--- config.mk ---
export PLATFORM = sky130hd
export DESIGN_NAME = contador_decrescente_mod_flat
export DESIGN_NICKNAME = d
export VERILOG_FILES = /design/src/rtl/contador_decrescente_mod_if.sv /design/src/rtl/contador_decrescente_mod.sv /design/src/flat_wrapper.sv
export SDC_FILE = /design/constraint.sdc
export NUM_CORES = 1
export LEC_CHECK = 0
export BUFFER_PORTS_ARGS = -buffer_cell sky130_fd_sc_hd__buf_4
export CORE_AREA = 2 2 39 41
export CTS_BUF_LIST = sky130_fd_sc_hd__clkbuf_8
export DETAILED_ROUTE_END_ITERATION = 12
export DIE_AREA = 0 0 41 43
export PLACE_DENSITY = 0.57
export SLEW_MARGIN = 20
export SYNTH_ARGS = -nofsm -noshare
export SYNTH_HDL_FRONTEND = slang
export SYNTH_SLANG_ARGS = --single-unit
--- constraint.sdc ---
create_clock -name main_clock -period 2.35 [get_ports main_clock]
set_input_delay 0.1175 -clock main_clock [delete_from_list [all_inputs] [get_ports main_clock]]
set_output_delay 0.1175 -clock main_clock [all_outputs]
set_load 0.01 [all_outputs]
--- src/rtl/contador_decrescente_mod_if.sv ---
// Bus bundle for the modulo-MOD down counter.
// master: drives load / load_val / cnt_en, observes the count and status.
// slave : the counter itself.
// Signals: load, load_val[WIDTH], cnt_en (controls); Q_output[WIDTH],
//          borrow_out, zero, wrap_pulse, load_err (status).
interface contador_decrescente_mod_if #(
  parameter int unsigned WIDTH = 5
);
  logic             load;
  logic [WIDTH-1:0] load_val;
  logic             cnt_en;
  logic [WIDTH-1:0] Q_output;
  logic             borrow_out;
  logic             zero;
  logic             wrap_pulse;
  logic             load_err;

  modport master (
    output load, load_val, cnt_en,
    input  Q_output, borrow_out, zero, wrap_pulse, load_err
  );

  modport slave (
    input  load, load_val, cnt_en,
    output Q_output, borrow_out, zero, wrap_pulse, load_err
  );
endinterface

--- src/rtl/contador_decrescente_mod.sv ---
// Synchronous loadable modulo-MOD down counter (falling-edge clocked).
// Counts MOD-1 down to 0 and wraps; borrow_out cascades into the next digit.
// Ports:
//   main_clock : clock, all state changes on the falling edge
//   clr_n      : async active-low clear (Q_output=MOD-1, flags cleared)
//   bus        : slave side of contador_decrescente_mod_if
//                load/load_val/cnt_en in; Q_output, borrow_out (comb),
//                zero (comb), wrap_pulse (reg), load_err (reg, sticky) out
module contador_decrescente_mod #(
  parameter int unsigned WIDTH = 5,
  parameter int unsigned MOD   = 10
) (
  input  logic                        main_clock,
  input  logic                        clr_n,
  contador_decrescente_mod_if.slave   bus
);

  // Terminal value and an extended-width modulus so MOD == 2**WIDTH compares correctly
  localparam logic [WIDTH-1:0] TOP_VAL = WIDTH'(MOD - 1);
  localparam logic [WIDTH:0]   MOD_EXT = (WIDTH + 1)'(MOD);

  logic [WIDTH-1:0] r_q;
  logic             r_wrap;
  logic             r_err;

  logic [WIDTH-1:0] w_next;
  logic [WIDTH-1:0] w_j;
  logic [WIDTH-1:0] w_k;
  logic             w_is_zero;
  logic             w_load_ok;
  logic             w_wrap_next;
  logic             w_err_next;

  // Next-state: load beats count beats hold
  always_comb begin
    w_next      = r_q;
    w_wrap_next = 1'b0;
    w_err_next  = r_err;
    w_is_zero   = (r_q == '0);
    w_load_ok   = ({1'b0, bus.load_val} < MOD_EXT);
    if (bus.load) begin
      if (w_load_ok) begin
        w_next = bus.load_val;
      end else begin
        w_next     = TOP_VAL;
        w_err_next = 1'b1;
      end
    end else if (bus.cnt_en) begin
      if (w_is_zero) begin
        w_next      = TOP_VAL;
        w_wrap_next = 1'b1;
      end else begin
        w_next = r_q - WIDTH'(1);
      end
    end
  end

  // JK excitation: set bits that must rise, toggle-off bits that must fall
  always_comb begin
    w_j = w_next & ~r_q;
    w_k = ~w_next & r_q;
  end

  // One JK flip-flop per bit; clear forces the terminal value (MOD-1)
  always_ff @(negedge main_clock or negedge clr_n) begin
    if (!clr_n) begin
      r_q <= TOP_VAL;
    end else begin
      for (int i = 0; i < int'(WIDTH); i++) begin
        r_q[i] <= (w_j[i] & ~r_q[i]) | (~w_k[i] & r_q[i]);
      end
    end
  end

  // Status flags share the counter's edge and clear
  always_ff @(negedge main_clock or negedge clr_n) begin
    if (!clr_n) begin
      r_wrap <= 1'b0;
      r_err  <= 1'b0;
    end else begin
      r_wrap <= w_wrap_next;
      r_err  <= w_err_next;
    end
  end

  // borrow_out stays combinational so the next digit steps on this wrap edge
  assign bus.Q_output   = r_q;
  assign bus.zero       = w_is_zero;
  assign bus.borrow_out = bus.cnt_en & ~bus.load & w_is_zero;
  assign bus.wrap_pulse = r_wrap;
  assign bus.load_err   = r_err;

endmodule

--- src/flat_wrapper.sv ---
// flat-port wrapper written by rule: the top's interface ports become plain ports
module contador_decrescente_mod_flat 
#(
  parameter int unsigned WIDTH = 5,
  parameter int unsigned MOD   = 10
)
  (main_clock, clr_n, bus_load, bus_load_val, bus_cnt_en, bus_Q_output, bus_borrow_out, bus_zero, bus_wrap_pulse, bus_load_err);
  contador_decrescente_mod_if #(.WIDTH(WIDTH)) bus_i ();
  input  logic main_clock;
  input  logic clr_n;
  input wire logic [$bits(bus_i.load)-1:0] bus_load;
  input wire logic [$bits(bus_i.load_val)-1:0] bus_load_val;
  input wire logic [$bits(bus_i.cnt_en)-1:0] bus_cnt_en;
  output wire logic [$bits(bus_i.Q_output)-1:0] bus_Q_output;
  output wire logic [$bits(bus_i.borrow_out)-1:0] bus_borrow_out;
  output wire logic [$bits(bus_i.zero)-1:0] bus_zero;
  output wire logic [$bits(bus_i.wrap_pulse)-1:0] bus_wrap_pulse;
  output wire logic [$bits(bus_i.load_err)-1:0] bus_load_err;
  assign bus_i.load = bus_load;
  assign bus_i.load_val = bus_load_val;
  assign bus_i.cnt_en = bus_cnt_en;
  assign bus_Q_output = bus_i.Q_output;
  assign bus_borrow_out = bus_i.borrow_out;
  assign bus_zero = bus_i.zero;
  assign bus_wrap_pulse = bus_i.wrap_pulse;
  assign bus_load_err = bus_i.load_err;
  contador_decrescente_mod #(.WIDTH(WIDTH), .MOD(MOD)) u_core (.main_clock(main_clock), .clr_n(clr_n), .bus(bus_i));
endmodule
### Word level (Yosys, flattened, before mapping)

Index checks and enable logic that the tools add are counted.

| word-level totals | value |
|---|---|
| register bits | 7 |
| input bits | 9 |

| cells by class | value |
|---|---|
| add/sub/neg operators | 1 |
| order comparisons | 1 |
| muxes and demuxes | 7 |
| bitwise gates (word level) | 33 |
| reduce and logical (&&, ||, !) cells | 2 |

Operators with widths:

| cell | count |
|---|---|
| 5-bit two-way mux | 4 |
| 1-bit bitwise AND | 12 |
| 1-bit NOT | 12 |
| 5-bit bitwise AND | 2 |
| 5-bit NOT | 2 |
| 5-bit logical NOT | 1 |
| 5-bit by 4-bit < comparator with 1-bit output (second input constant) | 1 |
| 1-bit OR | 5 |
| 5-bit by 1-bit subtractor with 5-bit output (second input constant) | 1 |
| 1-bit two-way mux | 3 |
| 2-bit AND reduction | 1 |

### Depth between registers and ports, before layout

| logic depth | value |
|---|---|
| depth in word-level cells | 9 |
| gate-level depth with buffers | 5 |
| depth with buffers taken out | 5 |

==> out/qor.txt <==
CTS tree: yes
Drt pass-1 iters: 4
FF-to-FF Start: u_core.bus.Q_output[1]$_DFF_NN0_
Seq/Total Area, Yosys: 42.1%
GRT overflow: 0
Final WS setup: -459 ps
R2R setup slack: 840 ps
Final clock skew: 43.6 ps
Fin util: 52.2%
Slew margin rel.: 77.6%
Fin. Hold Viols: 0
CP endpoint kind: primary output
Power density cells: 588 nW/um^2
Pin count of the biggest net entering global routing: 12
WL final: 1010 um
Die Area: 1760 um^2
Vias in the first global route: 373
Slew of the pin with the lowest slew margin: 331 ps
Min-Delay Endpoint: u_core.bus.load_err$_DFFE_NN0P_
Initial DRC Count: 3
Filler cells: 147
CTS Buf Count: 3
Final instance area: 722 um^2
Synth Instances: 41
Routed vias: 403
Port bufs: 17
Crit path arrival time: 2690 ps
Worst skew pair latency: 290 ps
Setup violators final: 3
Setup TNS: -855 ps
Initial Util: 30.5%
Post-Layout Cell Count: 88
CTS Sinks: 7
Maximum vdd drop: 386 uV
Max Slew Vio Count: 0
CP Max Fanout: 2
Critical path required time: 2230 ps
Core box area: 1380 um^2
CTS Hold Buffers Added: 0
First-pass GRT wire length: 1550 um
# Max-Cap Violations: 0
DRC: 0
Area leader, netlist: dfrtn_1
Die Height: 43 um
Share of cells above drive strength 1: 51.4%
Layout net count: 83
Clock transition at the registers of the reported paths: 30 ps
Yosys warnings: 0
Flop and latch count out of synthesis: 7
WHS Path Cells: 1
Die width: 41 um
Outcome: finished, violations left
Mapped Nets: 51
Static leakage: 0.347 nW
Synthesis-to-finish area growth: 71.2%
Clock tree root driver cell: clkbuf_8
Post-Place Cells: 81
Hold WC Path Type: reg2reg
DRT antenna net count: 0
Ports: 18
Initial antenna violation count: 0
Site Rows: 14
Clock Tree Buf Depth: 2
Setup CP Type: reg2out
Avg WL per Cell: 11.4 um
Antenna Cells: 0
Reg-to-Reg End: u_core.bus.Q_output[1]$_DFF_NN0_
Post-synth cell types: 24
Hold Crit Start: u_core.bus.load_err$_DFFE_NN0P_
Failing checks: setup timing
Reg2reg path depth: 7
GRT Resource Usage Total: 13.4%
Top-area cell type share of the netlist area: 29.7%
H-tree depth: 1
RSZ-0062 raised after global routing: true
Cell Area, Placed: 643 um^2
RD Place Congestion: 0.751
DR vias/cell: 4.58
Synth top area cells: dfrtn_1 (30%), dfstp_2 (12%), nor4b_4 (5.6%)
Mapped cell area: 422 um^2
Post-Syn Area per Cell: 10.3 um^2
Critical Path Source Type: flip-flop
==> where the power goes <==
group          total (mW)  internal, mW  leakage, nW  switching (mW)
clock               0.173         0.117       0.0375          0.0556
combinational       0.114        0.0658        0.227          0.0482
sequential          0.137         0.133       0.0821         0.00440
==> timing repair <==
item | 4_1_cts | 5_1_grt
resized for setup | 0 | 4
setup buffers | 0 | 2
pin swaps | 1 | 0
endpoints found under the setup margin | 2 | 4
==> how the worst max path moves through the flow <==
stage	from	endpoint	slack, ps	depth (start not counted)
after floorplan	u_core.bus.Q_output[0]$_DFF_NN1_	bus_borrow_out	-80	4
after CTS	u_core.bus.Q_output[0]$_DFF_NN1_	bus_borrow_out	-450	5
after detailed placement	u_core.bus.Q_output[0]$_DFF_NN1_	bus_borrow_out	-160	5
after global placement	u_core.bus.Q_output[0]$_DFF_NN1_	bus_borrow_out	-150	5
final	u_core.bus.Q_output[0]$_DFF_NN1_	bus_borrow_out	-460	5
after global routing	u_core.bus.Q_output[0]$_DFF_NN1_	bus_borrow_out	-510	5
==> layout by cell type (no fill, tap or decap), drive strengths merged <==
| cell type | n |
|---|---|
| o21a | 1 |
| ha | 1 |
| nor4b | 2 |
| nor2 | 5 |
| a21oi | 1 |
| buf | 27 |
| clkbuf | 3 |
| inv | 6 |
| o31ai | 2 |
| o31a | 1 |
| a21o | 1 |
| dfstp | 2 |
| and4bb | 1 |
| nand2 | 2 |
| nand3b | 1 |
| nor3b | 4 |
| xor2 | 1 |
| nand2b | 1 |
| a211oi | 1 |
| dfrtn | 5 |
| nor2b | 1 |
| o21ai | 2 |
| mux2i | 1 |
==> routing by layer <==
layer	vias to the layer above	GRT usage (%)	part of all wire, %
li1	206	-	-
met1	184	15.7	41
met2	13	22.8	53
met3	0	1.57	6.2
met4	0	6.00	0
met5	-	0	0
==> critical path: stages (launching register included) <==
cell and delay (ps):
dfstp_2 530, inv_2 40, ha_4 150, and4bb_1 210
nor3b_4 160, buf_4 150
==> registers in the layout (all words and copies together), names as in the netlist <==
name	flops
u_core.bus.Q_output	5
u_core.bus.load_err	1
u_core.bus.wrap_pulse	1
==> cells by family after synthesis <==
kind of cell,share of synthesized area [%]
DFF,42.1
adders and majority gates,2.97
buffers and inverters,4.75
AOI/OAI and AO/OA,15.7
and+or+nand+nor,30.0
xor gates and xnor gates,2.08
muxes,2.37
==> cell usage after synthesis, drive strengths merged <==
cell type and n:
o21ai 2, nand2 2, a211oi 1, nor2b 1
nor4b 2, nor3b 4, buf 1, nor2 5
dfrtn 5, mux2i 1, a21oi 1, ha 1
and4bb 1, nand3b 1, a21o 1, dfstp 2
inv 4, o31ai 2, xor2 1, nand2b 1
o21a 1, o31a 1
==> final cells by class <==
class | count | area (um^2) | share of cell area [%]
Timing Repair Buffer | 27 | 218 | 30.2
Tap cell | 16 | 20.0 | 2.77
Multi-Input combinational cell | 29 | 243 | 33.6
Inverter | 3 | 11.3 | 1.56
Clock buffer | 3 | 41.3 | 5.72
Sequential cell | 7 | 178 | 24.6
Clock inverter | 3 | 11.3 | 1.56
==> per-stage QoR <==
stage	total power, mW	setup WS, ps	hold slack [ps]
2_1_floorplan	0.197	-80.0	465
3_5_place_dp	0.251	-161	422
6_report	0.424	-459	422
5_1_grt	0.450	-514	470
4_1_cts	0.421	-454	426
3_3_place_gp	0.251	-154	415
Note: power is estimated with default switching activity, not from simulation.
